## src/rtl/freq_meter_pkg.sv

```systemverilog
// Shared types and defaults for the multi-channel gated frequency meter.
// Build option: RECIPROCAL_EN adds the ARM state (gate edge-aligned to channel 0).
package freq_meter_pkg;

  localparam int unsigned DEF_NUM_CH       = 4;
  localparam int unsigned DEF_CNT_W        = 32;
  localparam int unsigned DEF_GATE_W       = 32;
  localparam int unsigned DEF_RELAX_CYCLES = 16;

  localparam logic [DEF_CNT_W-1:0] CNT_SAT = '1;

  typedef enum logic [2:0] {
    IDLE,
`ifdef RECIPROCAL_EN
    ARM,
`endif
    GATE,
    LATCH,
    HOLD,
    RELAX
  } meterState_e;

endpackage

```

## src/rtl/freq_meter_mc_if.sv

```systemverilog
// Control/result bundle between the frequency meter and its register-side consumer.
interface freq_meter_mc_if #(
  parameter int unsigned NUM_CH = 4,
  parameter int unsigned CNT_W  = 32,
  parameter int unsigned GATE_W = 32
) ();

  logic                    start;
  logic                    continuous;
  logic [GATE_W-1:0]       gateCycles;
  logic                    ack;
  logic                    busy;
  logic                    valid;
  logic [CNT_W-1:0]        refCount;
  logic [NUM_CH*CNT_W-1:0] sigCount;
  logic [NUM_CH-1:0]       overflow;

  modport master (
    output start, continuous, gateCycles, ack,
    input  busy, valid, refCount, sigCount, overflow
  );

  modport slave (
    input  start, continuous, gateCycles, ack,
    output busy, valid, refCount, sigCount, overflow
  );

endinterface

```

## src/rtl/freq_meter_edge_sync.sv

```systemverilog
// Two-flop synchroniser plus rising-edge detect for one asynchronous signal channel.
module freq_meter_edge_sync (
  input  logic sysClk,
  input  logic sysRst,
  input  logic sigIn,
  output logic edgePulse
);

  logic sync1, sync2, prev;

  always_ff @(posedge sysClk or posedge sysRst) begin
    if (sysRst) begin
      sync1 <= 1'b0;
      sync2 <= 1'b0;
      prev  <= 1'b0;
    end else begin
      sync1 <= sigIn;
      sync2 <= sync1;
      prev  <= sync2;
    end
  end

  assign edgePulse = sync2 & ~prev;

endmodule

```

## src/rtl/freq_meter_mc.sv

```systemverilog
// Multi-channel gated frequency counter; all channels counted in the sysClk domain.
// Build option: RECIPROCAL_EN aligns the gate to channel-0 edges (see ARM state).
module freq_meter_mc
  import freq_meter_pkg::*;
#(
  parameter int unsigned NUM_CH       = DEF_NUM_CH,
  parameter int unsigned CNT_W        = DEF_CNT_W,
  parameter int unsigned GATE_W       = DEF_GATE_W,
  parameter int unsigned RELAX_CYCLES = DEF_RELAX_CYCLES
) (
  input  logic              sysClk,
  input  logic              sysRst,
  input  logic [NUM_CH-1:0] signal,
  freq_meter_mc_if.slave    bus
);

  localparam int unsigned GC_W  = GATE_W + 1;
  localparam int unsigned CMP_W = (GC_W > CNT_W) ? GC_W : CNT_W;
  localparam int unsigned RL_W  = $clog2(RELAX_CYCLES + 1);
  localparam logic [CNT_W-1:0] SAT_CNT = '1;

  meterState_e state, stateNext;

  logic [NUM_CH-1:0]       edgePulse;
  logic [GATE_W-1:0]       gateLen;
  logic [GATE_W-1:0]       gateSample;
  logic [GC_W-1:0]         gateCnt;
  logic [GC_W-1:0]         gateCntInc;
  logic [RL_W-1:0]         relaxCnt;
  logic [CNT_W-1:0]        workCnt [NUM_CH];
  logic [NUM_CH-1:0]       workOvf;
  logic [CNT_W-1:0]        refSat;
  logic [CNT_W-1:0]        refReg;
  logic [NUM_CH*CNT_W-1:0] sigReg;
  logic [NUM_CH-1:0]       ovfReg;

  logic loadMeas, gateInc, gateClr, countEn, setOvf0, doLatch;

  for (genvar g = 0; g < NUM_CH; g++) begin : gCh
    freq_meter_edge_sync uSync (
      .sysClk   (sysClk),
      .sysRst   (sysRst),
      .sigIn    (signal[g]),
      .edgePulse(edgePulse[g])
    );
  end

  assign gateSample = (bus.gateCycles == '0) ? GATE_W'(1) : bus.gateCycles;
  assign gateCntInc = gateCnt + 1'b1;

  always_ff @(posedge sysClk or posedge sysRst) begin
    if (sysRst) state <= IDLE;
    else        state <= stateNext;
  end

  always_comb begin
    stateNext = state;
    loadMeas  = 1'b0;
    gateInc   = 1'b0;
    gateClr   = 1'b0;
    countEn   = 1'b0;
    setOvf0   = 1'b0;
    doLatch   = 1'b0;
    case (state)
      IDLE: begin
        if (bus.start) begin
          loadMeas = 1'b1;
`ifdef RECIPROCAL_EN
          stateNext = ARM;
`else
          stateNext = GATE;
`endif
        end
      end
`ifdef RECIPROCAL_EN
      // gateCnt doubles as the ARM timeout counter and restarts when the gate opens
      ARM: begin
        gateInc = 1'b1;
        if (edgePulse[0]) begin
          gateClr   = 1'b1;
          stateNext = GATE;
        end else if (gateCntInc >= {gateLen, 1'b0}) begin
          setOvf0   = 1'b1;
          stateNext = LATCH;
        end
      end
      GATE: begin
        countEn = 1'b1;
        gateInc = 1'b1;
        if (edgePulse[0] && (gateCntInc >= GC_W'(gateLen))) begin
          stateNext = LATCH;
        end else if (gateCntInc >= {gateLen, 1'b0}) begin
          setOvf0   = 1'b1;
          stateNext = LATCH;
        end
      end
`else
      GATE: begin
        countEn = 1'b1;
        gateInc = 1'b1;
        if (gateCntInc == GC_W'(gateLen)) stateNext = LATCH;
      end
`endif
      LATCH: begin
        doLatch   = 1'b1;
        stateNext = HOLD;
      end
      HOLD: begin
        if (bus.ack) stateNext = bus.continuous ? RELAX : IDLE;
      end
      RELAX: begin
        if (relaxCnt == RL_W'(RELAX_CYCLES - 1)) begin
          loadMeas = 1'b1;
`ifdef RECIPROCAL_EN
          stateNext = ARM;
`else
          stateNext = GATE;
`endif
        end
      end
      default: stateNext = IDLE;
    endcase
  end

  always_comb begin
    refSat = CNT_W'(gateCnt);
    if (CMP_W'(gateCnt) > CMP_W'(SAT_CNT)) refSat = SAT_CNT;
  end

  always_ff @(posedge sysClk or posedge sysRst) begin
    if (sysRst) begin
      gateLen  <= '0;
      gateCnt  <= '0;
      relaxCnt <= '0;
      workOvf  <= '0;
      refReg   <= '0;
      sigReg   <= '0;
      ovfReg   <= '0;
      for (int unsigned i = 0; i < NUM_CH; i++) workCnt[i] <= '0;
    end else begin
      if (loadMeas) begin
        gateLen <= gateSample;
        gateCnt <= '0;
        workOvf <= '0;
        for (int unsigned i = 0; i < NUM_CH; i++) workCnt[i] <= '0;
      end else begin
        if (gateClr)      gateCnt <= '0;
        else if (gateInc) gateCnt <= gateCntInc;
        if (setOvf0) workOvf[0] <= 1'b1;
        // A pulse arriving at saturation is a lost count and marks the channel
        if (countEn) begin
          for (int unsigned i = 0; i < NUM_CH; i++) begin
            if (edgePulse[i]) begin
              if (workCnt[i] == SAT_CNT) workOvf[i] <= 1'b1;
              else                       workCnt[i] <= workCnt[i] + 1'b1;
            end
          end
        end
      end
      if (state == RELAX) relaxCnt <= relaxCnt + 1'b1;
      else                relaxCnt <= '0;
      if (doLatch) begin
        refReg <= refSat;
        ovfReg <= workOvf;
        for (int unsigned i = 0; i < NUM_CH; i++) sigReg[i*CNT_W +: CNT_W] <= workCnt[i];
      end
    end
  end

  assign bus.busy     = (state != IDLE);
  assign bus.valid    = (state == HOLD);
  assign bus.refCount = refReg;
  assign bus.sigCount = sigReg;
  assign bus.overflow = ovfReg;

endmodule
```

## src/flat_wrapper.sv

```systemverilog
// flat-port wrapper written by rule: the top's interface ports become plain ports
module freq_meter_mc_flat import freq_meter_pkg::*;
#(
  parameter int unsigned NUM_CH       = DEF_NUM_CH,
  parameter int unsigned CNT_W        = DEF_CNT_W,
  parameter int unsigned GATE_W       = DEF_GATE_W,
  parameter int unsigned RELAX_CYCLES = DEF_RELAX_CYCLES
)
  (sysClk, sysRst, signal, bus_start, bus_continuous, bus_gateCycles, bus_ack, bus_busy, bus_valid, bus_refCount, bus_sigCount, bus_overflow);
  freq_meter_mc_if #(.NUM_CH(NUM_CH), .CNT_W(CNT_W), .GATE_W(GATE_W)) bus_i ();
  input  logic sysClk;
  input  logic sysRst;
  input  logic [NUM_CH-1:0] signal;
  input wire logic [$bits(bus_i.start)-1:0] bus_start;
  input wire logic [$bits(bus_i.continuous)-1:0] bus_continuous;
  input wire logic [$bits(bus_i.gateCycles)-1:0] bus_gateCycles;
  input wire logic [$bits(bus_i.ack)-1:0] bus_ack;
  output wire logic [$bits(bus_i.busy)-1:0] bus_busy;
  output wire logic [$bits(bus_i.valid)-1:0] bus_valid;
  output wire logic [$bits(bus_i.refCount)-1:0] bus_refCount;
  output wire logic [$bits(bus_i.sigCount)-1:0] bus_sigCount;
  output wire logic [$bits(bus_i.overflow)-1:0] bus_overflow;
  assign bus_i.start = bus_start;
  assign bus_i.continuous = bus_continuous;
  assign bus_i.gateCycles = bus_gateCycles;
  assign bus_i.ack = bus_ack;
  assign bus_busy = bus_i.busy;
  assign bus_valid = bus_i.valid;
  assign bus_refCount = bus_i.refCount;
  assign bus_sigCount = bus_i.sigCount;
  assign bus_overflow = bus_i.overflow;
  freq_meter_mc #(.NUM_CH(NUM_CH), .CNT_W(CNT_W), .GATE_W(GATE_W), .RELAX_CYCLES(RELAX_CYCLES)) u_core (.sysClk(sysClk), .sysRst(sysRst), .signal(signal), .bus(bus_i));
endmodule
```

## config.mk

```make
export PLATFORM = sky130hd
export DESIGN_NAME = freq_meter_mc_flat
export DESIGN_NICKNAME = d
export VERILOG_FILES = /design/src/rtl/freq_meter_pkg.sv /design/src/rtl/freq_meter_mc_if.sv /design/src/rtl/freq_meter_edge_sync.sv /design/src/rtl/freq_meter_mc.sv /design/src/flat_wrapper.sv
export SDC_FILE = /design/constraint.sdc
export NUM_CORES = 1
export LEC_CHECK = 0
export CORE_UTILIZATION = 55
export CTS_CLUSTER_DIAMETER = 30
export DETAILED_ROUTE_END_ITERATION = 8
export PLACE_DENSITY = 0.84
export RECOVER_POWER = 100
export SYNTH_ARGS = -nofsm -noshare
export SYNTH_HDL_FRONTEND = slang
export SYNTH_SLANG_ARGS = --single-unit
export TNS_END_PERCENT = 30
```

## constraint.sdc

```tcl
create_clock -name sysClk -period 36.9 [get_ports sysClk]
set_input_delay 9.225 -clock sysClk [delete_from_list [all_inputs] [get_ports sysClk]]
set_output_delay 9.225 -clock sysClk [all_outputs]
set_load 0.05 [all_outputs]
```

---- Word-level counts from Yosys, hierarchy flattened ----
Cells that the tools add are included.
cells by class
  add/sub/neg operators ................... 6
  order comparisons ....................... 1
  equal/unequal tests ..................... 18
  muxes and demuxes ....................... 36
  bitwise gates (word level) .............. 8
  reduce and logical (&&, ||, !) cells .... 21
operators with widths
  cell                   count
  $mux 32                10
  $mux 128               2
  $add 32x1->32 const B  4
  $eq 32x32->1 const B   4
  $mux 33                2
  $add 33x1->33 const B  1
  $eq 33x32->1           1
  $gt 33x32->1 const B   1
  $logic_not 32->1       1
  $reduce_and 3->1       8
  $reduce_bool 2->1      9
  $mux 3                 5
  $pmux 3 s5             1
  $mux 1                 12
  $ne 2x1->1 const B     6
  $mux 4                 2
  $eq 3x2->1 const B     2
  $add 5x1->5 const B    1
  $eq 5x4->1 const B     1
  $mux 5                 1
  $and 1x1->1            4
  $ne 2x2->1 const B     2
  $not 1->1              4
  $reduce_and 4->1       1
  5 further kinds        5
storage, ports and cells
  flip-flop bits (word level) ............. 381
  output and inout bits ................... 166

---- Longest topological paths before layout ----
  depth in word-level cells ............... 5
  depth in mapped cells ................... 14

---- Cells and area by module ----
From an unflattened synthesis, not the netlist that was laid out.
unflattened totals
  cells, all modules ...................... 1,524
  area total of the unflattened synthesis .. 17,190.2 um2
by module, submodules not included
  module                times used  cells each  area each (um2)  seq. area each (um2)
  freq_meter_mc         1           1,504       16,819.9         9,233.9
  freq_meter_edge_sync  4           5           92.6             75.1

---- Worst setup path after synthesis ----
No wires, ideal clock.
  path type ............................... input to register
  start ................................... input port bus_start
  end ..................................... register u_core.state[0]
  setup time .............................. 0.129 ns
  arrival time ............................ 10.559 ns
  slack ................................... 26.212 ns
  cell stages on the path ................. 7
  buffers on the path ..................... 0
  cell sequence ........................... mux2i_1 > a2bb2oi_1 > o2111ai_1 > a2111oi_0 > nand4_1 > nor4_2 > o21ai_1
on the way
  cells in the longest elaborated chain, start to end .. 2
RTL lines
  element                     RTL line             text
  from (decl)                 flat_wrapper.sv:14   input wire logic [$bits(bus_i.start)-1:0] bus_start;
  $ne 2x2->1 (no line)        n/a
  $reduce_and 4->1 (no line)  n/a
  to (signal assigned)        freq_meter_mc.sv:53  else state <= stateNext;
  to (decl)                   freq_meter_mc.sv:22  meterState_e state, stateNext;
No other way between the ends.
A chain may end at the register's enable or synchronous reset.

==> results.toml <==
[run_status]
outcome = "finished with violations"
failed_checks = "capacitance limit, slew limit"

[placed_design]
hpwl_um = 28100
io_buffers = 206
gp_congestion = 0.930

[sta]
slew_headroom = -5.29
hold_violations = 0
rsz0062_at_grt = "no"
drv_slew = 801
fmax_ghz = 0.0476
fin_crit_sh = 0.569
finalSetupTns_ns = 0
skew_ns = 0.0283
setup_viol = 0
worst-slew-pin-transition_ns = 9.44
period_needed_ns = 20.99

[logic_synthesis]
avgSynthCellArea_sq_um = 10.7
syn_inst = 1633
yosysSeqAreaShare = 0.544
ys_warn_count = 0
async_flop_share = 1.00
ys.flop_type = "dfrtp_1"
synth_area_leaders = "dfrtp_1 54%, mux2_2 8.6%, nand2_1 4.0%, xor2_1 3.3%, nor2_1 3.0%"
netlist_area_sq_um = 17500
yosysTopAreaCell = "dfrtp_1"
yosysTopAreaCellShare = 0.544
synth_edf_count = 0
syn-num-nets = 1682
synth_cell_types = 69
ys_ff_latch = 381

[worst_setup_path]
crit_path_start_kind = "input pin"
setup.worst_path.end_class = "async pin"
worst-r2r-cell-count = 8
crit_path_max_incr_delay_ns = 6.76
path_max_fanout = 185
critPathTopFamily = "buffers and inverters"
cp.arrival_ns = 19.25
crit_slowest_cell = "clkbuf_1"
crit_type = "in -> async"
critPathBufInv = 3
worstPathRequired_ns = 35.16
critical_path_depth = 3
crit_chain = "dlygate4sd3_1 > clkinvlp_2 > clkbuf_1"

[cells_and_area]
fin_util = 0.715
nets = 1885
seqCellArea_sq_um = 9530
final_layout_size_suffix_gt1_frac = 0.148
nFillCells = 2091
multi_input_area_sq_um = 7470
synthToLayoutAreaGrowth_pct = 26.5
mostFrequentLayoutCell = "dfrtp_1"
final_cell_mix = "381 x dfrtp_1, 184 x nand2_1, 172 x dlygate4sd3_1"

[power_and_ir_drop]
leakagePower_uw = 0.0104
power.density_nw_per_um2 = 67.0
irDropWorstVdd_uv = 34.3

[cts]
clk_latency_ns = 0.57
clkTransAtPathRegs_ns = 0.05
cts_hold_buf = 0
postCtsSetupBuffers = 0
cts_sinks = 381
cts_tree = "built"
postCtsResizedCells = 0
cts_buffer_depth = 3
cts-root-buf = "clkbuf_16"
cts_buffers = 71
htreeDepth = 3

[floorplan]
dieHeight_um = 180
die_w_um = 180
coreArea_sq_um = 31000
dieArea_sq_um = 32600
io_pins = 207
start_util = 0.565
num_rows = 64

[detailed_routing]
final_antenna_net_count = 0
viasPerCell = 6.04
drc_errors = 0
routed_wl_um = 45200
drt_first_pass_iters = 5
drt_iter0_drc = 1177
num_vias = 13804
wl_per_cell_um = 19.7

[global_route]
busiest_layer = "met2"
grtUsageMet1 = 0.379
antenna_found_initial = 0
grt.total_usage = 0.284
use_met2 = 0.457
overflow = 0
grt_pass1_vias = 13917
groute.layer.met3.usage = 0.0487
grt_pass1_wl_um = 74400
grt_max_degree = 186

[worst_hold_path]
min_path_cells = 0
hp-class = "reg -> reg"

[run]
drv_cap = 10
layer usage:
layer,vias up,wire length [um],part of all wire
met5,-,0,0
met4,0,1480,0.033
met3,95,2980,0.066
met2,579,21900,0.49
met1,6879,18800,0.42
li1,6251,-,-
power breakdown:
group          total [uW]  internal (uW)  switching [uW]
Clock                 647            417             230
Sequential            605            493             111
Combinational         233           96.7             136
registers in the layout (all words and copies together) (netlist names):
signal,cells
u_core.gCh.uSync.prev,4
u_core.bus.overflow,4
u_core.bus.refCount,32
u_core.gCh.uSync.sync2,4
u_core.state,3
u_core.bus.sigCount,128
u_core.workCnt,128
u_core.relaxCnt,5
u_core.gateLen,32
u_core.gCh.uSync.sync1,4
u_core.workOvf,4
u_core.gateCnt,33
Yosys cell counts, types with 6 or more instances:
cell      number
dfrtp_1      381
xnor2_1       57
nor3_1        22
and3_1        24
and4_1        25
buf_2         17
nor2_1       142
mux2i_1        9
nand3_1       69
xor2_1        66
or4_1          6
nand4_1       49
nand2_1      185
o41ai_1        6
a211oi_1       6
and2_1        14
clkbuf_1      63
o31ai_1       15
a21oi_1       41
mux2_2       133
nor2b_1        6
o21ai_0       81
o22a_1        31
or3_1         31
nor4_1        31
nand3b_1       7
inv_1         29
ha_1           8
worst paths after layout:
check	startpoint	end	slack, ns
setup / recovery	sysRst	u_core.bus.sigCount[31]	15.91
hold / removal	u_core.gCh[3].uSync.sync1	u_core.gCh[3].uSync.sync2	0.34
setup reg to reg	u_core.relaxCnt[0]	u_core.workCnt[0]	30.10
hold reg to reg	u_core.gCh[3].uSync.sync1	u_core.gCh[3].uSync.sync2	0.34
max in group sysClk	bus_start	u_core.workCnt[0]	21.79
min in group asynchronous	sysRst	u_core.bus.refCount[30]	10.51
worst register-to-register path, stage by stage, from the launching register on:
cell and delay (ns):
dfrtp_1 0.36, ha_1 0.19, and3_1 0.16, ha_1 0.18
mux2i_1 0.14, nor3_2 0.13, clkbuf_1 2.14, clkbuf_1 2.90
nor2_1 0.32
cells by family (layout without fill, tap and decap cells):
group	count (synthesis)	after routing	synth area share
xor gates and xnor gates	124	124	0.0628
AOI/OAI and AO/OA	225	225	0.0832
and+or+nand+nor	635	635	0.184
other	0	1	0
muxes	142	142	0.0907
DFF	381	381	0.544
adders and majority gates	8	8	0.00572
buffers and inverters	118	375	0.0295
area by class of cell:
class | count | share of cell area
clock buffers | 85 | 0.0876
flip-flops and latches | 381 | 0.430
well taps | 396 | 0.0224
repair buffers | 219 | 0.0959
diodes | 1 | 0.000113
multi-input cells | 1134 | 0.337
clock inverters | 42 | 0.0218
inverters | 29 | 0.00497
per-stage QoR:
stage | worst slack [ns] | area, sq um | instances | hold slack [ns] | total power, uW
global placement | 25.10 | 19800 | 2159 | 0.333 | 817
detailed placement | 25.09 | 19800 | 2159 | 0.338 | 831
finish | 15.91 | 22200 | 2287 | 0.344 | 1480
CTS | 25.42 | 22200 | 2286 | 0.348 | 1490
global route | 13.38 | 22200 | 2286 | 0.349 | 1550
floorplan | 17.09 | 17500 | 1633 | 0.331 | 753
No activity file was read; power rests on OpenSTA's default activity.
